File: src/rtl/multicycle_ctrl_if.sv
// Control/datapath bundle for the RV32I multi-cycle sequencer.
// master = controller side, slave = datapath side.
interface multicycle_ctrl_if #(
  parameter int unsigned CNT_W = 16
);
  logic             run;
  logic             step;
  logic [6:0]       opcode;
  logic             br_taken;
  logic             mem_ready;
  logic             pc_write;
  logic             ir_write;
  logic             reg_write;
  logic             mem_read;
  logic             mem_write;
  logic [1:0]       alu_a_sel;
  logic             alu_b_sel;
  logic [1:0]       wb_sel;
  logic [1:0]       pc_sel;
  logic [2:0]       state;
  logic             illegal;
  logic [CNT_W-1:0] instr_count;

  modport master (
    input  run, step, opcode, br_taken, mem_ready,
    output pc_write, ir_write, reg_write, mem_read, mem_write,
           alu_a_sel, alu_b_sel, wb_sel, pc_sel, state, illegal, instr_count
  );

  modport slave (
    output run, step, opcode, br_taken, mem_ready,
    input  pc_write, ir_write, reg_write, mem_read, mem_write,
           alu_a_sel, alu_b_sel, wb_sel, pc_sel, state, illegal, instr_count
  );
endinterface

File: src/rtl/multicycle_ctrl.sv
// Multi-cycle RV32I control FSM: fetch/decode/exec/mem/wb sequencing, step/run, trap.
// Optional memory-handshake watchdog enabled by defining CTRL_TIMEOUT_EN.
module multicycle_ctrl #(
  parameter int unsigned CNT_W = 16
`ifdef CTRL_TIMEOUT_EN
  , parameter int unsigned TIMEOUT_CYC = 255
`endif
) (
  input logic               clk,
  input logic               rst,
  multicycle_ctrl_if.master bus
);

  localparam logic [2:0] S_IDLE   = 3'd0;
  localparam logic [2:0] S_FETCH  = 3'd1;
  localparam logic [2:0] S_DECODE = 3'd2;
  localparam logic [2:0] S_EXEC   = 3'd3;
  localparam logic [2:0] S_MEM    = 3'd4;
  localparam logic [2:0] S_WB     = 3'd5;
  localparam logic [2:0] S_TRAP   = 3'd6;

  localparam logic [3:0] C_R      = 4'd0;
  localparam logic [3:0] C_IALU   = 4'd1;
  localparam logic [3:0] C_LOAD   = 4'd2;
  localparam logic [3:0] C_STORE  = 4'd3;
  localparam logic [3:0] C_BRANCH = 4'd4;
  localparam logic [3:0] C_JAL    = 4'd5;
  localparam logic [3:0] C_JALR   = 4'd6;
  localparam logic [3:0] C_LUI    = 4'd7;
  localparam logic [3:0] C_AUIPC  = 4'd8;
  localparam logic [3:0] C_ILL    = 4'd9;

  logic [2:0]       state_q, state_d;
  logic [3:0]       cls_q, cls_d;
  logic             step_q;
  logic             step_edge;
  logic             illegal_q, illegal_d;
  logic [CNT_W-1:0] cnt_q, cnt_d;

  logic       pc_write_c, ir_write_c, reg_write_c, mem_read_c, mem_write_c;
  logic [1:0] alu_a_sel_c, wb_sel_c, pc_sel_c;
  logic       alu_b_sel_c;

  function automatic logic [3:0] decode_cls(input logic [6:0] op);
    case (op)
      7'b0110011: return C_R;
      7'b0010011: return C_IALU;
      7'b0000011: return C_LOAD;
      7'b0100011: return C_STORE;
      7'b1100011: return C_BRANCH;
      7'b1101111: return C_JAL;
      7'b1100111: return C_JALR;
      7'b0110111: return C_LUI;
      7'b0010111: return C_AUIPC;
      default:    return C_ILL;
    endcase
  endfunction

  assign step_edge = bus.step & ~step_q;

`ifdef CTRL_TIMEOUT_EN
  localparam int unsigned WAIT_W = $clog2(TIMEOUT_CYC + 1);

  logic [WAIT_W-1:0] wait_q, wait_d;
  logic              wait_hit;

  // Counts stalled handshake cycles; any other state holds it at zero.
  always_comb begin
    wait_d = '0;
    if ((state_q == S_FETCH || state_q == S_MEM) && !bus.mem_ready)
      wait_d = wait_q + WAIT_W'(1);
  end

  assign wait_hit = (wait_q == WAIT_W'(TIMEOUT_CYC - 1));

  always_ff @(posedge clk or posedge rst) begin
    if (rst) wait_q <= '0;
    else     wait_q <= wait_d;
  end
`endif

  // Next state and combinational control strobes.
  always_comb begin
    state_d     = state_q;
    cls_d       = cls_q;
    cnt_d       = cnt_q;
    pc_write_c  = 1'b0;
    ir_write_c  = 1'b0;
    reg_write_c = 1'b0;
    mem_read_c  = 1'b0;
    mem_write_c = 1'b0;
    alu_a_sel_c = 2'd0;
    alu_b_sel_c = 1'b0;
    wb_sel_c    = 2'd0;
    pc_sel_c    = 2'd0;

    case (state_q)
      S_IDLE: begin
        if (bus.run || step_edge) state_d = S_FETCH;
      end
      S_FETCH: begin
        mem_read_c = 1'b1;
        if (bus.mem_ready) begin
          ir_write_c = 1'b1;
          state_d    = S_DECODE;
        end
`ifdef CTRL_TIMEOUT_EN
        else if (wait_hit) state_d = S_TRAP;
`endif
      end
      S_DECODE: begin
        cls_d   = decode_cls(bus.opcode);
        state_d = (cls_d == C_ILL) ? S_TRAP : S_EXEC;
      end
      S_EXEC: begin
        case (cls_q)
          C_IALU, C_LOAD, C_STORE, C_JALR: alu_b_sel_c = 1'b1;
          C_AUIPC: begin
            alu_a_sel_c = 2'd1;
            alu_b_sel_c = 1'b1;
          end
          C_LUI: begin
            alu_a_sel_c = 2'd2;
            alu_b_sel_c = 1'b1;
          end
          default: ;
        endcase
        if (cls_q == C_LOAD || cls_q == C_STORE) begin
          state_d = S_MEM;
        end else if (cls_q == C_BRANCH) begin
          pc_write_c = 1'b1;
          pc_sel_c   = bus.br_taken ? 2'd1 : 2'd0;
        end else begin
          state_d = S_WB;
        end
      end
      S_MEM: begin
        // Only LOAD and STORE reach this state.
        if (cls_q == C_LOAD) begin
          mem_read_c = 1'b1;
          if (bus.mem_ready) state_d = S_WB;
        end else begin
          mem_write_c = 1'b1;
          if (bus.mem_ready) pc_write_c = 1'b1;
        end
`ifdef CTRL_TIMEOUT_EN
        if (!bus.mem_ready && wait_hit) state_d = S_TRAP;
`endif
      end
      S_WB: begin
        reg_write_c = 1'b1;
        pc_write_c  = 1'b1;
        case (cls_q)
          C_LOAD:  wb_sel_c = 2'd1;
          C_JAL:   wb_sel_c = 2'd2;
          C_JALR:  wb_sel_c = 2'd2;
          default: wb_sel_c = 2'd0;
        endcase
        case (cls_q)
          C_JAL:   pc_sel_c = 2'd1;
          C_JALR:  pc_sel_c = 2'd2;
          default: pc_sel_c = 2'd0;
        endcase
      end
      S_TRAP: state_d = S_TRAP;
      default: state_d = S_IDLE;
    endcase

    // Retire: the single pc_write cycle of every instruction.
    if (pc_write_c) begin
      cnt_d   = cnt_q + CNT_W'(1);
      state_d = bus.run ? S_FETCH : S_IDLE;
    end
  end

  assign illegal_d = illegal_q | (state_d == S_TRAP);

  always_ff @(posedge clk or posedge rst) begin
    if (rst) begin
      state_q   <= S_IDLE;
      cls_q     <= C_R;
      step_q    <= 1'b0;
      illegal_q <= 1'b0;
      cnt_q     <= '0;
    end else begin
      state_q   <= state_d;
      cls_q     <= cls_d;
      step_q    <= bus.step;
      illegal_q <= illegal_d;
      cnt_q     <= cnt_d;
    end
  end

  assign bus.pc_write    = pc_write_c;
  assign bus.ir_write    = ir_write_c;
  assign bus.reg_write   = reg_write_c;
  assign bus.mem_read    = mem_read_c;
  assign bus.mem_write   = mem_write_c;
  assign bus.alu_a_sel   = alu_a_sel_c;
  assign bus.alu_b_sel   = alu_b_sel_c;
  assign bus.wb_sel      = wb_sel_c;
  assign bus.pc_sel      = pc_sel_c;
  assign bus.state       = state_q;
  assign bus.illegal     = illegal_q;
  assign bus.instr_count = cnt_q;

endmodule

File: src/flat_wrapper.sv
// flat-port wrapper written by rule: the top's interface ports become plain ports
module multicycle_ctrl_flat 
#(
  parameter int unsigned CNT_W = 16

)
  (clk, rst, bus_run, bus_step, bus_opcode, bus_br_taken, bus_mem_ready, bus_pc_write, bus_ir_write, bus_reg_write, bus_mem_read, bus_mem_write, bus_alu_a_sel, bus_alu_b_sel, bus_wb_sel, bus_pc_sel, bus_state, bus_illegal, bus_instr_count);
  multicycle_ctrl_if #(.CNT_W(CNT_W)) bus_i ();
  input logic clk;
  input logic rst;
  input wire logic [$bits(bus_i.run)-1:0] bus_run;
  input wire logic [$bits(bus_i.step)-1:0] bus_step;
  input wire logic [$bits(bus_i.opcode)-1:0] bus_opcode;
  input wire logic [$bits(bus_i.br_taken)-1:0] bus_br_taken;
  input wire logic [$bits(bus_i.mem_ready)-1:0] bus_mem_ready;
  output wire logic [$bits(bus_i.pc_write)-1:0] bus_pc_write;
  output wire logic [$bits(bus_i.ir_write)-1:0] bus_ir_write;
  output wire logic [$bits(bus_i.reg_write)-1:0] bus_reg_write;
  output wire logic [$bits(bus_i.mem_read)-1:0] bus_mem_read;
  output wire logic [$bits(bus_i.mem_write)-1:0] bus_mem_write;
  output wire logic [$bits(bus_i.alu_a_sel)-1:0] bus_alu_a_sel;
  output wire logic [$bits(bus_i.alu_b_sel)-1:0] bus_alu_b_sel;
  output wire logic [$bits(bus_i.wb_sel)-1:0] bus_wb_sel;
  output wire logic [$bits(bus_i.pc_sel)-1:0] bus_pc_sel;
  output wire logic [$bits(bus_i.state)-1:0] bus_state;
  output wire logic [$bits(bus_i.illegal)-1:0] bus_illegal;
  output wire logic [$bits(bus_i.instr_count)-1:0] bus_instr_count;
  assign bus_i.run = bus_run;
  assign bus_i.step = bus_step;
  assign bus_i.opcode = bus_opcode;
  assign bus_i.br_taken = bus_br_taken;
  assign bus_i.mem_ready = bus_mem_ready;
  assign bus_pc_write = bus_i.pc_write;
  assign bus_ir_write = bus_i.ir_write;
  assign bus_reg_write = bus_i.reg_write;
  assign bus_mem_read = bus_i.mem_read;
  assign bus_mem_write = bus_i.mem_write;
  assign bus_alu_a_sel = bus_i.alu_a_sel;
  assign bus_alu_b_sel = bus_i.alu_b_sel;
  assign bus_wb_sel = bus_i.wb_sel;
  assign bus_pc_sel = bus_i.pc_sel;
  assign bus_state = bus_i.state;
  assign bus_illegal = bus_i.illegal;
  assign bus_instr_count = bus_i.instr_count;
  multicycle_ctrl #(.CNT_W(CNT_W)) u_core (.clk(clk), .rst(rst), .bus(bus_i));
endmodule
File: config.mk
export PLATFORM = sky130hd
export DESIGN_NAME = multicycle_ctrl_flat
export DESIGN_NICKNAME = d
export VERILOG_FILES = /design/src/rtl/multicycle_ctrl_if.sv /design/src/rtl/multicycle_ctrl.sv /design/src/flat_wrapper.sv
export SDC_FILE = /design/constraint.sdc
export NUM_CORES = 1
export LEC_CHECK = 0
export ABC_CLOCK_PERIOD_IN_PS = 2300
export BUFFER_PORTS_ARGS = -buffer_cell sky130_fd_sc_hd__buf_2
export CAP_MARGIN = 20
export CORE_ASPECT_RATIO = 0.6
export CORE_MARGIN = 2
export CORE_UTILIZATION = 53
export CTS_BUF_LIST = sky130_fd_sc_hd__clkbuf_8
export CTS_CLUSTER_DIAMETER = 40
export CTS_CLUSTER_SIZE = 40
export DETAILED_ROUTE_END_ITERATION = 16
export PLACE_DENSITY = 0.89
export SYNTH_ARGS = -nofsm -noshare
export SYNTH_HDL_FRONTEND = slang
export SYNTH_SLANG_ARGS = --single-unit
File: constraint.sdc
create_clock -name clk -period 2.3 [get_ports clk]
set_input_delay 0.46 -clock clk [delete_from_list [all_inputs] [get_ports clk]]
set_output_delay 0.46 -clock clk [all_outputs]
set_load 0.05 [all_outputs]
# Yosys cells after proc, flatten, opt, wreduce, memory -nomap -nowiden
# Index checks and enable logic that the tools add are counted.
[word_totals] out_inout_bits=32 latch_bits=0 elab_cells=73 reg_bits=25 mem_bits_rw=0 romBits=0 n_memories=0
[op_classes] add_sub_neg=1 mul=0 div=0 n_reduce_logical=5 bitwise=3 n_mux=34 n_eq_ne=25 n_lt_le_gt_ge=0 n_shift=0
[op_table] operator="case mux 4 bit (9 select lines)" count=1
[op_table] operator="2-to-1 mux 3 bit" count=8
[op_table] operator="equality test 7 x 6 -> 1 bit, second input constant" count=3
[op_table] operator="equality test 7 bit, second input constant" count=3
[op_table] operator="case mux 3 bit (7 select lines)" count=1
[op_table] operator="adder 16 x 1 -> 16 bit, second input constant" count=1
[op_table] operator="equality test 4 x 3 -> 1 bit, second input constant" count=4
[op_table] operator="case mux 2 bit (2 select lines)" count=4
[op_table] operator="equality test 7 x 5 -> 1 bit, second input constant" count=2
[op_table] operator="2-to-1 mux 1 bit" count=13
[op_table] operator="equality test 3 bit, second input constant" count=4
[op_table] operator="equality test 4 x 2 -> 1 bit, second input constant" count=2
[op_table] operator="equality test 4 bit, second input constant" count=2
[op_table] operator="2-to-1 mux 2 bit" count=4
[op_table] operator="equality test 7 x 2 -> 1 bit, second input constant" count=1
[op_table] operator="equality test 3 x 2 -> 1 bit, second input constant" count=2
[op_table] operator="OR reduction 6 bit" count=1
[op_table] operator="equality test 4 x 1 -> 1 bit, second input constant" count=1
[op_table] operator="2-to-1 mux 4 bit" count=1
[op_table] operator="equality test 3 x 1 -> 1 bit, second input constant" count=1
[op_table] operator="logical NOT 3 bit" count=1
[op_table] operator="case mux 1 bit (3 select lines)" count=1
[op_table] operator="logical OR 1 bit" count=2
[op_table] operator="case mux 1 bit (2 select lines)" count=1
[op_table] operator="other kinds (4)" count=4

# Logic depth before layout (Yosys ltp)
[depth] depth_word=9 depth_mapped=7 ltp_nobuf=5

# Worst setup path before layout
# OpenSTA, ideal clock, no wires.
[synth_path] kind="register -> output" startpoint="register u_core.state_q[1], in the netlist u_core.bus.state[1]" endpoint="output bus_pc_sel[0]" stages_incl_launch_ff=7 t_arrival_ns=2.840 path_slack_ns=-1.000 cell_sequence="dfrtp_1 -> bufbuf_16 -> and2b_2 -> nand2_1 -> inv_1 -> a21oi_1 -> nor3_1"
[synth_between] elab_chain_len=2 word_cells_on_any_way=3
[synth_rtl] element="start: declaration" line="multicycle_ctrl.sv:33" source="logic [2:0] state_q, state_d;"
[synth_rtl] element="start signal: assignment" line="multicycle_ctrl.sv:186" source="state_q <= state_d;"
[synth_rtl] element="equality test 3 bit or equality test 3 x 2 -> 1 bit (tied branches)" line="multicycle_ctrl.sv:97" source="case (state_q)"
[synth_rtl] element="case mux 2 bit (2 select lines) *" line="multicycle_ctrl.sv:97"
[synth_rtl] element="end: declaration" line="flat_wrapper.sv:24" source="output wire logic [$bits(bus_i.pc_sel)-1:0] bus_pc_sel;"
# Every way passes the cells marked *; elsewhere a longest branch is shown, timed or not.

# Worst setup path in the final report
[layout_path] startpoint="register u_core.cls_q[0]" endpoint="output bus_mem_read"
[layout_between] elab_chain_len=3
[layout_rtl] element="start: declaration" line="multicycle_ctrl.sv:34" source="logic [3:0] cls_q, cls_d;"
[layout_rtl] element="start signal: assignment" line="multicycle_ctrl.sv:187" source="cls_q <= cls_d;"
[layout_rtl] element="equality test 4 x 2 -> 1 bit" line="multicycle_ctrl.sv:139" source="if (cls_q == C_LOAD) begin"
[layout_rtl] element="2-to-1 mux 1 bit" line="multicycle_ctrl.sv:139"
[layout_rtl] element="case mux 1 bit (2 select lines)" line="multicycle_ctrl.sv:97"
[layout_rtl] element="end: declaration" line="flat_wrapper.sv:19" source="output wire logic [$bits(bus_i.mem_read)-1:0] bus_mem_read;"
# Every way passes these cells.

==> metrics.txt <==
final wirelength=3351 µm; WS Path Type=flop to output pin; Worst-Margin Slew=548.5 ps; Mapped Cells=164; worst hold-check path type=input pin to asynchronous set/reset pin; DP Wirelength=2575 µm; num rows=15; Final Power=2.034 mW; first-pass GRT wire length=5230 µm; CP cell instances=or4b_4 -> or3b_4 -> a21oi_4 -> buf_6; port bufs=44; area taken by multi-input logic gates=849.6 µm²; Finished Layout Cells=252; peak supply drop=0.0004988 V; grt ovf=0; Avg Cell Area, Syn=9.483 µm²; status=complete, but fails checks; failing checks=setup timing; Main synth FF type=dfrtp_1; commonest non-fill, non-tap cell in the layout=buf_2; endpoints failing setup=1; CP required=1840 ps; antenna violations before repair=0; Synth Cell Area=1555 µm²; Clock Sink Count=25; synth unique cells=42; Rel. slew slack=63.30%; register area=629.4 µm²; die height=45.96 µm; RSZ-0062 raised after global routing=true; Chip Width=73.94 µm; M1 WL=1706 µm; CTS clk-pin slew, worst paths=80 ps; Core Region=2834 µm²; Worst R2R Start=u_core.cls_q[0]; Slew Limit Fails=0; NumNets Final=225; achievable frequency=0.4261 GHz; Setup crit start kind=flop; Max-Cap Viols=0; routability cong.=0.8555; final-layout fill cell count=225; placed cell count=247; CP peak stage delay=550 ps; async set or reset register ratio after synthesis=100.0%; Final period util=102.0%; Vias=1357; largest net degree at the start of global routing=26; Critical Path Slowest Stage Cell=or4b_4; Root Driver=clkbuf_8; Top Layer Used=met4; TritonCTS buffer count=3; Hold Slack=236.5 ps; worst-path fanout max=2; Setup WS post-layout=-46.71 ps; vias in the first global route=1140; Routed met3 length=159 µm; drt initial violations=116; Vias/cell=5.385; Clock Latency Late Sink=260 ps; most frequent cells in the layout=buf_2 (42), dfrtp_1 (22), xnor2_1 (15), nor2_1 (13); origin of the worst setup path=u_core.cls_q[0]; Yosys reg bits=25; Power Density=1073 nW/µm²; Static Leakage=0.8519 nW; Starting Density=54.88%; Post-CTS Hold Buffers=0; layout cells sized above 1=35.24%; setup slack, reg-to-reg=240 ps; htree depth=1; post-synth top area share=40.23%; Longest Clk Path Bufs=2; crit path DAT=1890 ps; DP Worst Slack=117.7 ps; wire length on met2=1473 µm; syn nets=178; routed len/inst=13.30 µm; clk_skew=4.721 ps; first-pass iteration count of the detailed router=5; die area=3398 µm²; gr usage total=20.34%; fin crit period=2347 ps; Seq/Total Area, Yosys=40.23%; critical path capture point type=output pin; TritonCTS clock tree=done; EDFF count, synth=0; Post-route DRC=0; top area cells in the synthesized netlist=dfrtp_1 (40%), xnor2_1 (8.4%), bufbuf_16 (4.2%); Area Growth Syn to Fin=21.88%; io pins=45; ANT cells=0; Yosys top cell by area=dfrtp_1; Detail Route Antenna Nets=0; final hold violation count=0; synth warn=0
-- critical path, delay by kind of cell, from the launching register on --
family                 cells  cell delay (ps)
and+or+nand+nor            2              950
DFF                        1              390
AOI/OAI and AO/OA          1              130
buffers and inverters      1              170
-- routing by layer --
metal	vias up	GRT usage [%]
met4	0	1.455
met3	2	4.646
met2	45	31.25
met5	-	0
met1	638	30.69
li1	672	-
-- registers in the layout, summed over array words and instances, names as in the netlist --
signal / flops
u_core.bus.state: 3
u_core.bus.instr_count: 16
u_core.bus.illegal: 1
u_core.cls_q: 4
u_core.step_q: 1
-- where the power goes --
group	internal, mW	switching, mW
registers	0.541	0.143
logic	0.343	0.766
clock network	0.119	0.122
total	1.00	1.03
-- layout make-up --
class | count | area share [%]
repair buffers | 51 | 15.05
clock buffers | 3 | 2.178
well taps | 42 | 2.772
flip-flops and latches | 25 | 33.20
inverters | 8 | 1.782
clock inverters | 1 | 0.1980
multi-input cells | 122 | 44.82
-- synthesized netlist by cell type, drive strengths merged, types with 2 or more instances --
library cell,number
nor3,8
nand2b,6
nand4,7
nor2,13
clkbuf,5
dfrtp,25
a32oi,2
buf,2
mux2,2
nor2b,4
o21ai,7
xnor2,15
inv,8
and4,2
nand4b,2
bufbuf,2
xor2,2
nand2,11
and3,3
nand3,11
a21oi,8
o22ai,2
-- final timing paths --
path,endpoint,depth (start not counted)
setup / recovery,bus_mem_read,4
hold / removal,u_core.bus.instr_count[2],3
setup reg to reg,u_core.bus.instr_count[1],5
hold reg to reg,u_core.bus.instr_count[15],1
max in group asynchronous,u_core.bus.state[2],3
min in group clk,u_core.step_q,1
-- cell families (layout without fill, tap and decap cells) --
family                     after synthesis  after routing  share of synthesized area [%]
and+or+nand+nor                         75             75                          27.11
AOI/OAI and AO/OA                       27             27                          11.75
DFF                                     25             25                          40.23
xor gates and xnor gates                17             17                          9.574
buffers and inverters                   17             63                          9.090
muxes                                    2              2                          1.448
adders and majority gates                1              1                         0.8044
-- what timing repair did --
action                                  4_1_cts  5_1_grt
pin swaps                                     1        0
buffers inserted                              1        0
resized for setup                             3        1
endpoints found under the setup margin        2        2
-- per-stage QoR --
| stage | util, % | setup TNS [ps] | instance area (µm²) |
|---|---|---|---|
| 3_3_place_gp | 64.59 | 0 | 1831 |
| 2_1_floorplan | - | 0 | 1619 |
| 4_1_cts | 66.76 | -47.30 | 1892 |
| 3_5_place_dp | 64.59 | 0 | 1831 |
| 6_report | 66.89 | -46.71 | 1896 |
| 5_1_grt | 66.89 | -92.02 | 1896 |
Note: power is estimated with default switching activity, not from simulation.
